**src/rtl/if_fetch_unit_pkg.sv**
```systemverilog
`default_nettype none
// ============================================================================
// Module  : if_fetch_unit_pkg
// Brief   : Shared widths, stall encoding and bus types for the IF stage.
// Revision: 1.0 - initial release
// ============================================================================
package if_fetch_unit_pkg;

   localparam int IF_TO_ID_WD  = 33;
   localparam int BR_WD        = 33;
   localparam int STALL_BUS_WD = 6;

   localparam logic STOP    = 1'b1;
   localparam logic NO_STOP = 1'b0;

   localparam logic [31:0] RESET_PC_DEFAULT = 32'hBFC0_0000;

   typedef struct packed {
      logic        br_e;
      logic [31:0] br_addr;
   } br_bus_t;

   typedef struct packed {
      logic        ce;
      logic [31:0] pc;
   } if_to_id_t;

endpackage : if_fetch_unit_pkg
`default_nettype wire

```
**src/rtl/if_fetch_unit_if.sv**
```systemverilog
`default_nettype none
// ============================================================================
// Module  : if_fetch_unit_if
// Brief   : Synchronous instruction SRAM port between fetch and memory.
// Revision: 1.0 - initial release
// ============================================================================
interface if_fetch_unit_if;

   logic        en;
   logic [3:0]  wen;
   logic [31:0] addr;
   logic [31:0] wdata;
   logic [31:0] rdata;

   modport master (
      output en,
      output wen,
      output addr,
      output wdata,
      input  rdata
   );

   modport slave (
      input  en,
      input  wen,
      input  addr,
      input  wdata,
      output rdata
   );

endinterface : if_fetch_unit_if
`default_nettype wire

```
**src/rtl/if_fetch_unit_inst_hold_buf.sv**
```systemverilog
`default_nettype none
// ============================================================================
// Module  : if_fetch_unit_inst_hold_buf
// Brief   : Captures the SRAM word on the first decode-stall cycle and replays it.
// Revision: 1.0 - initial release
// ============================================================================
module if_fetch_unit_inst_hold_buf
   import if_fetch_unit_pkg::*;
(
   input  wire logic        clk,
   input  wire logic        rst,
   input  wire logic        flush,
   input  wire logic        id_stall,
   input  wire logic [31:0] rdata,
   output logic [31:0]      id_inst
);

   logic [31:0] hold_q;
   logic        hold_valid;

   always_ff @(posedge clk) begin
      if (rst || flush || (id_stall == NO_STOP)) begin
         hold_valid <= 1'b0;
      end else if (!hold_valid) begin
         hold_q     <= rdata;
         hold_valid <= 1'b1;
      end
   end

   assign id_inst = hold_valid ? hold_q : rdata;

endmodule : if_fetch_unit_inst_hold_buf
`default_nettype wire

```
**src/rtl/if_fetch_unit.sv**
```systemverilog
`default_nettype none
// ============================================================================
// Module  : if_fetch_unit
// Brief   : IF stage: PC, inst SRAM drive, pending-redirect latch, decode hold.
//           Optional IF_FETCH_ALIGN_CHECK_EN adds the fetch address-error check.
// Revision: 1.0 - initial release
// ============================================================================
module if_fetch_unit
   import if_fetch_unit_pkg::*;
#(
   parameter logic [31:0] RESET_PC = RESET_PC_DEFAULT
)(
   input  wire logic                    clk,
   input  wire logic                    rst,
   input  wire logic [STALL_BUS_WD-1:0] stall,
   input  wire logic                    flush,
   input  wire logic [31:0]             new_pc,
   input  wire logic [BR_WD-1:0]        br_bus,
   if_fetch_unit_if.master              inst_sram,
   output logic [IF_TO_ID_WD-1:0]       if_to_id_bus,
   output logic [31:0]                  id_inst,
   output logic                         if_adel
);

   localparam logic [31:0] PC_RESET_VAL = RESET_PC - 32'd4;

   br_bus_t     br;
   logic [31:0] pc_reg;
   logic        ce_reg;
   logic        br_pend;
   logic [31:0] pend_addr;
   logic [31:0] next_pc;
   logic        unused_stall;

   assign br           = br_bus_t'(br_bus);
   assign unused_stall = ^stall[STALL_BUS_WD-1:2];

   always_comb begin
      next_pc = pc_reg + 32'd4;
      if (flush)          next_pc = new_pc;
      else if (br.br_e)   next_pc = br.br_addr;
      else if (br_pend)   next_pc = pend_addr;
   end

   // A branch seen while only IF is frozen must survive until the PC can move.
   always_ff @(posedge clk) begin
      if (rst) begin
         pc_reg    <= PC_RESET_VAL;
         ce_reg    <= 1'b0;
         br_pend   <= 1'b0;
         pend_addr <= 32'd0;
      end else if (flush || (stall[0] == NO_STOP)) begin
         pc_reg  <= next_pc;
         ce_reg  <= 1'b1;
         br_pend <= 1'b0;
      end else if (br.br_e && (stall[1] == NO_STOP)) begin
         br_pend   <= 1'b1;
         pend_addr <= br.br_addr;
      end
   end

`ifdef IF_FETCH_ALIGN_CHECK_EN
   assign if_adel      = ce_reg & (pc_reg[1:0] != 2'b00);
   assign inst_sram.en = ce_reg & ~if_adel;
`else
   assign if_adel      = 1'b0;
   assign inst_sram.en = ce_reg;
`endif

   assign inst_sram.wen   = 4'b0000;
   assign inst_sram.addr  = pc_reg;
   assign inst_sram.wdata = 32'd0;
   assign if_to_id_bus    = {ce_reg, pc_reg};

   if_fetch_unit_inst_hold_buf u_hold_buf (
      .clk      (clk),
      .rst      (rst),
      .flush    (flush),
      .id_stall (stall[1]),
      .rdata    (inst_sram.rdata),
      .id_inst  (id_inst)
   );

endmodule : if_fetch_unit
`default_nettype wire
```
**src/flat_wrapper.sv**
```systemverilog
// flat-port wrapper written by rule: the top's interface ports become plain ports
module if_fetch_unit_flat import if_fetch_unit_pkg::*;
#(
   parameter logic [31:0] RESET_PC = RESET_PC_DEFAULT
)
  (clk, rst, stall, flush, new_pc, br_bus, if_to_id_bus, id_inst, if_adel, inst_sram_en, inst_sram_wen, inst_sram_addr, inst_sram_wdata, inst_sram_rdata);
  if_fetch_unit_if inst_sram_i ();
  input  wire logic clk;
  input  wire logic rst;
  input  wire logic [STALL_BUS_WD-1:0] stall;
  input  wire logic flush;
  input  wire logic [31:0] new_pc;
  input  wire logic [BR_WD-1:0] br_bus;
  output logic [IF_TO_ID_WD-1:0] if_to_id_bus;
  output logic [31:0] id_inst;
  output logic if_adel;
  output wire logic [$bits(inst_sram_i.en)-1:0] inst_sram_en;
  output wire logic [$bits(inst_sram_i.wen)-1:0] inst_sram_wen;
  output wire logic [$bits(inst_sram_i.addr)-1:0] inst_sram_addr;
  output wire logic [$bits(inst_sram_i.wdata)-1:0] inst_sram_wdata;
  input wire logic [$bits(inst_sram_i.rdata)-1:0] inst_sram_rdata;
  assign inst_sram_en = inst_sram_i.en;
  assign inst_sram_wen = inst_sram_i.wen;
  assign inst_sram_addr = inst_sram_i.addr;
  assign inst_sram_wdata = inst_sram_i.wdata;
  assign inst_sram_i.rdata = inst_sram_rdata;
  if_fetch_unit #(.RESET_PC(RESET_PC)) u_core (.clk(clk), .rst(rst), .stall(stall), .flush(flush), .new_pc(new_pc), .br_bus(br_bus), .inst_sram(inst_sram_i), .if_to_id_bus(if_to_id_bus), .id_inst(id_inst), .if_adel(if_adel));
endmodule
```
**config.mk**
```make
export PLATFORM = sky130hd
export DESIGN_NAME = if_fetch_unit_flat
export DESIGN_NICKNAME = d
export VERILOG_FILES = /design/src/rtl/if_fetch_unit_pkg.sv /design/src/rtl/if_fetch_unit_if.sv /design/src/rtl/if_fetch_unit_inst_hold_buf.sv /design/src/rtl/if_fetch_unit.sv /design/src/flat_wrapper.sv
export SDC_FILE = /design/constraint.sdc
export NUM_CORES = 1
export LEC_CHECK = 0
export BUFFER_PORTS_ARGS = -buffer_cell sky130_fd_sc_hd__clkbuf_2
export CORE_UTILIZATION = 45
export CTS_CLUSTER_SIZE = 25
export DETAILED_ROUTE_END_ITERATION = 12
export HOLD_SLACK_MARGIN = 0.08
export PLACE_DENSITY_LB_ADDON = 0.25
export SLEW_MARGIN = 25
export SYNTH_ARGS = -nofsm -noshare
export SYNTH_HDL_FRONTEND = slang
export SYNTH_SLANG_ARGS = --single-unit
```
**constraint.sdc**
```tcl
create_clock -name clk -period 4.5 [get_ports clk]
set_input_delay 0.675 -clock clk [delete_from_list [all_inputs] [get_ports clk]]
set_output_delay 0.675 -clock clk [all_outputs]
set_load 0.05 [all_outputs]
```
==> results of run 1 <==
[synthesized netlist by cell type (2+ instances only)]
cell / n / share of area [%]
a22o_1: 2 / 0.30
and3_1: 11 / 1.2
o21a_1: 3 / 0.39
inv_1: 13 / 0.84
a2bb2oi_1: 5 / 0.75
o2bb2ai_1: 2 / 0.30
nand4_1: 7 / 0.75
nor2b_1: 9 / 0.97
a22oi_1: 2 / 0.26
o211ai_1: 3 / 0.39
o31ai_1: 3 / 0.39
a221oi_1: 6 / 0.90
nor2_1: 27 / 1.7
o311ai_0: 2 / 0.30
a21oi_1: 88 / 7.6
o221ai_1: 3 / 0.45
or4_1: 3 / 0.39
o21ai_0: 44 / 3.8
nor4_1: 6 / 0.65
edfxtp_1: 32 / 17
mux2_2: 33 / 6.4
buf_1: 9 / 0.58
o31a_1: 3 / 0.45
dfxtp_1: 67 / 23
o22ai_1: 2 / 0.22
nor3b_1: 5 / 0.65
mux2i_1: 11 / 1.9
nand2_1: 110 / 7.1
clkbuf_1: 31 / 2.0
nand3_1: 8 / 0.69
nor3_1: 13 / 1.1
or3_1: 2 / 0.22
buf_4: 70 / 9.0
xnor2_1: 7 / 1.1
nand2b_1: 5 / 0.54
xor2_1: 5 / 0.75
and4_1: 4 / 0.60
a31oi_1: 5 / 0.54
nand3b_1: 2 / 0.26
[area by class of cell]
type | count | area (um^2) | share of cell area (%)
Sequential cell | 99 | 2300 | 33.3
Clock inverter | 3 | 68.8 | 0.994
Timing Repair Buffer | 211 | 1090 | 15.7
Tap cell | 172 | 215 | 3.11
Clock buffer | 13 | 272 | 3.92
Inverter | 14 | 52.6 | 0.759
Multi-Input combinational cell | 500 | 2920 | 42.2
[worst register-to-register path: stages (launching register included)]
cell and delay (ps):
dfxtp_1 550, ha_1 390, nand4_1 190, nor3_2 570, a31oi_1 170, o21ai_0 270
a31oi_1 130
[power by group]
group          switching, uW  leakage (uW)  internal [uW]
sequential              60.3      0.000845            964
combinational            523       0.00192            182
clock                    329      0.000165            538
[cells by family after synthesis]
kind of cell / share of synthesized area [%]
other: 0.0645
AO/OA/AOI/OAI: 19.3
XOR/XNOR: 1.81
adder cells (fa/ha/maj): 0.215
flip-flops: 39.6
multiplexers: 8.28
buffers and inverters: 12.6
AND/OR/NAND/NOR: 18.2
[registers in the layout, indices dropped and copies added, names as in the netlist]
name and count:
u_core.br_pend 1, u_core.inst_sram.addr 32, u_core.u_hold_buf.hold_valid 1, u_core.pend_addr 32, u_core.inst_sram.en 1, u_core.u_hold_buf.hold_q 32
[stage by stage]
step / total power [uW] / std cells
after global placement: 1730 / 996
after CTS: 2610 / 1012
final: 2600 / 1012
after floorplan: 1610 / 724
after detailed placement: 1740 / 996
after global routing: 2700 / 1012
[worst paths after layout]
| path | end | slack (ps) |
|---|---|---|
| worst max register to register | u_core.inst_sram.addr[22] | 2090 |
| worst max-delay path | id_inst[25] | 2000 |
| worst min-delay path | u_core.pend_addr[9] | 450 |
| worst min register to register | u_core.pend_addr[9] | 450 |
[routing by layer]
| layer | vias to the layer above | GRT usage, % |
|---|---|---|
| met3 | 34 | 3.82 |
| met5 | - | 0 |
| li1 | 2643 | - |
| met1 | 2519 | 32.8 |
| met4 | 0 | 10.6 |
| met2 | 316 | 41.6 |
==> results.cfg, run 1 <==
[detailed_routing]
wl_per_cell_um = 16.7
first_iter_violations = 382
met2_length_mm = 7.89
drtAntennaViolNets = 0
vias = 5512
drc_errors = 0
via_per_inst = 5.45
firstDrtPassIters = 5
wl_met3_mm = 1.32
wl_met1_mm = 7.31
wirelength_mm = 16.9
top_layer_used = met4

[yosys]
synth_seq_area_share_pct = 39.6
postSynthAreaPerCell_um2 = 8.46
synth_cells = 688
ys_async_sr_fraction_pct = 0
synth-edff-count = 32
synth_warnings = 0
yosys.cell_types.count = 64
synth_flop_cell = dfxtp_1
synth-seq-cells = 99
syn-cell-area_um2 = 5820

[setup_path]
crit_start = u_core.u_hold_buf.hold_valid
critical-path-top-delay-family = flip-flops
worst_setup_path_end_kind = output pin
crit_buf_inv = 1
cp.required_ps = 3830
arrival_ps = 1820
cpPeakStageDelay_ps = 780
r2r_start = u_core.inst_sram.addr[2]
crit_chain = mux2_2 > clkbuf_2
cp_max_fo = 32
worstSetupStartpointType = register
crit_type = register to output pin
crit_cells = 2
r2r.worst_path.cells = 6
critPathSlowestCell = dfxtp_2

[pwr]
power_density_nw_per_um2 = 375
vdd_drop_max_v = 0.000157
leakage_uw = 0.00293

[grt]
grt_use_total_pct = 25.1
antenna_found_initial = 0
grt_pass1_vias = 4869
gr-total-overflow = 0
grt_start_max_net_pins = 42
grt_pass1_wl_mm = 25.4

[cells_and_area]
area_growth_pct = 18.9
drive_gt1_share_pct = 31.8
fillers = 1233
final_util_pct = 54.8
n_antenna_cell = 0
final_common_cell = clkbuf_2
fin_nets = 942
layout.cells.most_common_list = 199 x clkbuf_2, 110 x nand2_1, 88 x a21oi_1
design_area_um2 = 6920

[cts]
postCtsSetupBuffers = 0
clk_pin_slew_ps = 70
numCtsBuffers = 9
cts-root-buf = clkbuf_16
postCtsHoldBufs = 0
cts_resized = 0
clk_path_buf_depth = 2
tritoncts = done
clkSinkCount = 99
clk-insertion-delay-late_ps = 350
h-tree-depth = 3

[place]
place_congestion = 0.846
dp_slack_ps = 1760
placed_area_um2 = 6580
portBuffers = 199
hpwl_mm = 12.1

[hold_path]
min-delay-start = u_core.pend_addr[9]
hold_class = register to register
min_path_cells = 2

[sta]
final_min_period_over_clock_period_pct = 55.5
fmax_mhz = 401
rsz0062_at_grt = false
setup_violations = 0
fin_crit_ps = 2500
whs_ps = 450
maxSlewHeadroom_pct = 40.7
hold_viol_final = 0
worst_slew_pin_slew_ps = 882
timing.final.ws_setup_ps = 2000
slew_violations = 0
fin_skew_ps = 8.77
setup_tns_ps = 0

[floorplanning]
die_h_um = 116
ios = 241
die_x_um = 116
core-area_um2 = 12600
std_cell_rows = 41
start_util_pct = 46.1
die_area_um2 = 13400

[flow_run]
cap_violations = 0

[status]
status = complete, no violations
No activity file was read; power rests on OpenSTA's default activity.
==> run 2, diff against run 1 <==
ABC_AREA = 1   (was default)
clock period = 2 ns   (was 4.5 ns; I/O delays follow)
==> run 2 against run 1 <==
Against the previous run: sequential power increased by 120%; clock skew about the same; wire length increased by 1.5%; global-route usage decreased by 1.2 points; largest power group unchanged; worst setup slack got worse by 1900 ps; die area increased by 5.5%; largest cell class unchanged; combinational power increased to 2.6 times the previous value; flip-flop and latch count unchanged; hold slack got worse by 260 ps; clock power increased by 120%; area after synthesis increased by 5.6%; total power increased by 130%.
==> results.cfg, run 2 <==
[status]
status = complete, no violations

[detailed_routing]
drc_errors = 0
via_per_inst = 4.94
drtAntennaViolNets = 0
wl_per_cell_um = 14.5
vias = 5854
wirelength_mm = 17.1
first_iter_violations = 350
firstDrtPassIters = 5

[sta]
fin_crit_ps = 1850
fmax_mhz = 542
timing.final.ws_setup_ps = 153
setup_violations = 0
rsz0062_at_grt = false
fin_skew_ps = 8.41
setup_tns_ps = 0
hold_viol_final = 0
slew_violations = 0
final_min_period_over_clock_period_pct = 92.3

[cells_and_area]
drive_gt1_share_pct = 30.0
n_antenna_cell = 0
fin_nets = 1110
final_common_cell = clkbuf_2
layout.cells.most_common_list = 199 x clkbuf_2, 171 x nand2_1, 95 x a21oi_1
area_growth_pct = 19.4
design_area_um2 = 7340

[yosys]
synth_cells = 839
postSynthAreaPerCell_um2 = 7.33
netlist_top_cells_area = dfxtp_1 22%, edfxtp_1 16%, nand2_1 10%
synth_largest_type_area_fraction_pct = 21.8
synth_flop_cell = dfxtp_1
syn-cell-area_um2 = 6150
yosysMostFrequentCell = nand2_1
yosys.area.top_type = dfxtp_1
yosys.cell_types.count = 38
synth-edff-count = 32
synth_warnings = 0
synth-seq-cells = 99
ys_async_sr_fraction_pct = 0
synth_seq_area_share_pct = 37.5
yosys-top-cells-count = 171 x nand2_1, 95 x a21oi_1, 86 x inv_1

[cts]
clk-insertion-delay-late_ps = 350
cts_resized = 0
postCtsSetupBuffers = 0
postCtsHoldBufs = 0
tritoncts = done
h-tree-depth = 3
clk_path_buf_depth = 2
numCtsBuffers = 9
cts-root-buf = clkbuf_16
clk_pin_slew_ps = 70
clkSinkCount = 99

[setup_path]
timing.rr.end = u_core.inst_sram.addr[26]
critPathCapture = id_inst[14]
r2r.worst_path.cells = 12
worst_setup_path_end_kind = output pin
crit_type = register to output pin
r2r_start = u_core.inst_sram.addr[3]
cp.required_ps = 1700
arrival_ps = 1550
ff2ff_setup_slack_ps = 290
worstSetupStartpointType = register
crit_start = u_core.u_hold_buf.hold_valid
cp_max_fo = 32

[grt]
grt_start_max_net_pins = 37
grt_pass1_wl_mm = 26.1
grt_use_total_pct = 23.9
grt_pass1_vias = 5046
antenna_found_initial = 0
gr-total-overflow = 0

[floorplanning]
start_util_pct = 46.2
die_h_um = 119
core-area_um2 = 13300
ios = 241
die_x_um = 119
std_cell_rows = 42
die_area_um2 = 14100

[pwr]
p_sw_uw = 2190
clkPwrFrac_pct = 31.9
pwr-share-comb_pct = 30.1
power_density_nw_per_um2 = 819
leakage_uw = 0.00361
cellInternalPower_uw = 3820
seq_power_share_pct = 38.0
vdd_drop_max_v = 0.000381
swShare_pct = 36.5

[place]
dp_slack_ps = 296
portBuffers = 199
place_congestion = 0.900
placed_area_um2 = 7010
hpwl_mm = 13.0

[flow_run]
cap_violations = 0

[hold_path]
hold_class = input port to register
min-delay-start = new_pc[6]
run 2: cell count changes after synthesis, sizes merged, moves of 9 or more:
cell	change
inv	+77
nand2	+68
nor2	+46
o21ai	+40
nand3	+39
nor3	-12
and3	-11
mux2i	-11
nor2b	-9
run 2: power groups by stage:
stage	Sequential, uW	Clock [uW]	Combinational, uW
2_1_floorplan	2510	0	1270
3_3_place_gp	2320	0	1800
3_5_place_dp	2330	0	1810
4_1_cts	2280	1960	1810
5_1_grt	2290	2020	1940
6_report	2280	1920	1810
run 2: per-stage QoR:
stage               total power (uW)  hold slack (ps)  cells  utilization (%)
finish                          6010              185   1184             55.2
global route                    6260              184   1184             55.2
CTS                             6050              177   1184             55.2
detailed placement              4130              443   1168             52.7
global placement                4130              437   1168             52.7
floorplan                       3770              423    875                -
run 2: worst min-delay path by stage:
stage	to	depth (start not counted)
finish	u_core.inst_sram.addr[6]	3
detailed placement	u_core.pend_addr[9]	2
floorplan	u_core.pend_addr[0]	2
global placement	u_core.pend_addr[0]	2
CTS	u_core.inst_sram.addr[6]	3
global route	u_core.inst_sram.addr[6]	3
run 2: cell type report:
| class | instances | area, um^2 |
|---|---|---|
| inverters | 92 | 347 |
| flip-flops and latches | 99 | 2300 |
| clock inverters | 4 | 72.6 |
| clock buffers | 12 | 256 |
| fillers | 1343 | 5960 |
| multi-input cells | 573 | 2870 |
| repair buffers | 228 | 1260 |
| well taps | 176 | 220 |
run 2: worst max-delay path, stage by stage (launching register included):
cell and delay [ps]:
dfxtp_1 350, buf_12 210, mux2_2 390, clkbuf_2 240
run 2: layer usage:
layer  track usage, %  part of all wire [%]  up-vias  wire length [um]
li1                 -                     -     2952                 -
met4             8.07                   1.5        0               258
met5                0                     0        -                 0
met3             3.50                   6.6       17              1130
met1             31.6                    45     2641              7760
met2             40.0                    47      244              7990
run 2: logic make-up (layout without fill, tap and decap cells):
family	after synthesis	after routing	share of synthesized area, %
DFF	99	99	37.5
AOI/OAI and AO/OA	194	194	16.4
buffers and inverters	203	336	18.1
adders and majority gates	1	1	0.204
xor gates and xnor gates	6	6	0.855
other	1	37	0.0610
and+or+nand+nor	303	303	21.0
muxes	32	32	5.86
==> run 3, diff against run 2 <==
BUFFER_PORTS_ARGS = -buffer_cell sky130_fd_sc_hd__buf_2   (was -buffer_cell sky130_fd_sc_hd__clkbuf_2)
CORE_ASPECT_RATIO = 0.7   (was default)
==> run 3 against run 2 <==
Against the previous run: clock-buffer cell count fell by 2; clock power fell by 10%; register-to-register slack barely moved; wire length fell by 0.75%; critical path depth did not move.
==> results.cfg, run 3 (synthesis gave the netlist of run 2 again) <==
[place]
portBuffers = 199
place_congestion = 0.969
hpwl_mm = 12.7

[cells_and_area]
final_common_cell = buf_2
multi_input_area_um2 = 2870
ff_latch_area_um2 = 2300
n_antenna_cell = 0
fin_nets = 1100
area_growth_pct = 17.4
drive_gt1_share_pct = 29.2
fillers = 1368
layout.cells.most_common_list = 199 x buf_2, 171 x nand2_1, 95 x a21oi_1

[pwr]
power_density_nw_per_um2 = 802
p_sw_uw = 2190
leakage_uw = 0.00347
vdd_drop_max_v = 0.000422
swShare_pct = 37.8
seq_power_share_pct = 39.7
clkPwrFrac_pct = 29.7
pwr-share-comb_pct = 30.6
cellInternalPower_uw = 3600

[flow_run]
cap_violations = 0

[sta]
setup_tns_ps = 0
fin_crit_ps = 1840
fin_skew_ps = 6.36
fmax_mhz = 542
maxSlewHeadroom_pct = 40.4
setup_violations = 0
worst_slew_pin_slew_ps = 893
hold_viol_final = 0
slew_violations = 0
whs_ps = 185
rsz0062_at_grt = false
final_min_period_over_clock_period_pct = 92.2

[detailed_routing]
firstDrtPassIters = 5
wirelength_mm = 17.0
drtAntennaViolNets = 0
first_iter_violations = 469
vias = 5875
wl_per_cell_um = 14.4
drc_errors = 0
via_per_inst = 4.97

[setup_path]
crit_type = register to output pin
worst_setup_path_end_kind = output pin
arrival_ps = 1540
crit_chain = buf_12 > mux2_2 > buf_2
crit_buf_inv = 2
cp.required_ps = 1700
critPathSlowestCell = dfxtp_1
worstSetupStartpointType = register
cp_max_fo = 31
cpPeakStageDelay_ps = 380
critical-path-top-delay-family = buffers and inverters

[grt]
gr-total-overflow = 0
grt_use_total_pct = 24.1
antenna_found_initial = 0
grt_pass1_vias = 5097
grt_pass1_wl_mm = 26.5
grt_start_max_net_pins = 57

[cts]
clkSinkCount = 99
postCtsHoldBufs = 0
clk-insertion-delay-late_ps = 350
clk_pin_slew_ps = 70
cts_resized = 0
postCtsSetupBuffers = 0
h-tree-depth = 3
clk_path_buf_depth = 2
numCtsBuffers = 9
tritoncts = done
cts-root-buf = clkbuf_16

[floorplanning]
die_x_um = 142
std_cell_rows = 35
core-area_um2 = 13200
die_area_um2 = 14100
ios = 241
start_util_pct = 46.5
die_h_um = 99.8

[status]
status = complete, no violations

[hold_path]
hold_class = input port to register
[run 3: path summary, 6_finish.rpt]
kind | from | end | slack, ps | cells past startpoint
min reg2reg | u_core.pend_addr[5] | u_core.pend_addr[5] | 450 | 2
min | new_pc[6] | u_core.inst_sram.addr[6] | 180 | 3
max reg2reg | u_core.inst_sram.addr[2] | u_core.inst_sram.addr[16] | 290 | 8
max | u_core.u_hold_buf.hold_valid | id_inst[13] | 160 | 3
[run 3: per-stage QoR]
| step | utilization, % | setup WS [ps] | instances | area [um^2] | total power, uW |
|---|---|---|---|---|---|
| after floorplan | - | 23.3 | 875 | 6290 | 3770 |
| after global placement | 52.4 | 164 | 1167 | 6930 | 4090 |
| after detailed placement | 52.4 | 132 | 1167 | 6930 | 4100 |
| after CTS | 54.6 | 141 | 1183 | 7220 | 5810 |
| after global routing | 54.6 | 80.7 | 1183 | 7220 | 6030 |
| final | 54.6 | 156 | 1183 | 7220 | 5790 |
[run 3: layout make-up]
| type | instances | share of cell area (%) |
|---|---|---|
| inverter | 92 | 4.80 |
| timing repair buffer | 218 | 16.3 |
| multi-input combinational | 573 | 39.8 |
| clock buffer | 10 | 3.17 |
| tap | 185 | 3.21 |
| sequential | 99 | 31.9 |
| clock inverter | 6 | 0.780 |
[run 3: power groups by stage]
stage	clock, uW	sequential, uW	combinational [uW]
2_1_floorplan	0	2510	1270
3_3_place_gp	0	2340	1750
3_5_place_dp	0	2340	1760
4_1_cts	1750	2300	1760
5_1_grt	1810	2310	1900
6_report	1720	2300	1770
[run 3: worst min-delay path: stages]
cell and delay [ps]:
buf_2 80, o211ai_1 70, nand2_1 50
[run 3: per-layer routing]
metal	vias up	global-route usage, %	wire length [um]
met3	10	5.15	1350
met2	224	35.7	7210
met1	2708	35.9	8300
met4	0	5.21	144
li1	2933	-	-
met5	-	0	0
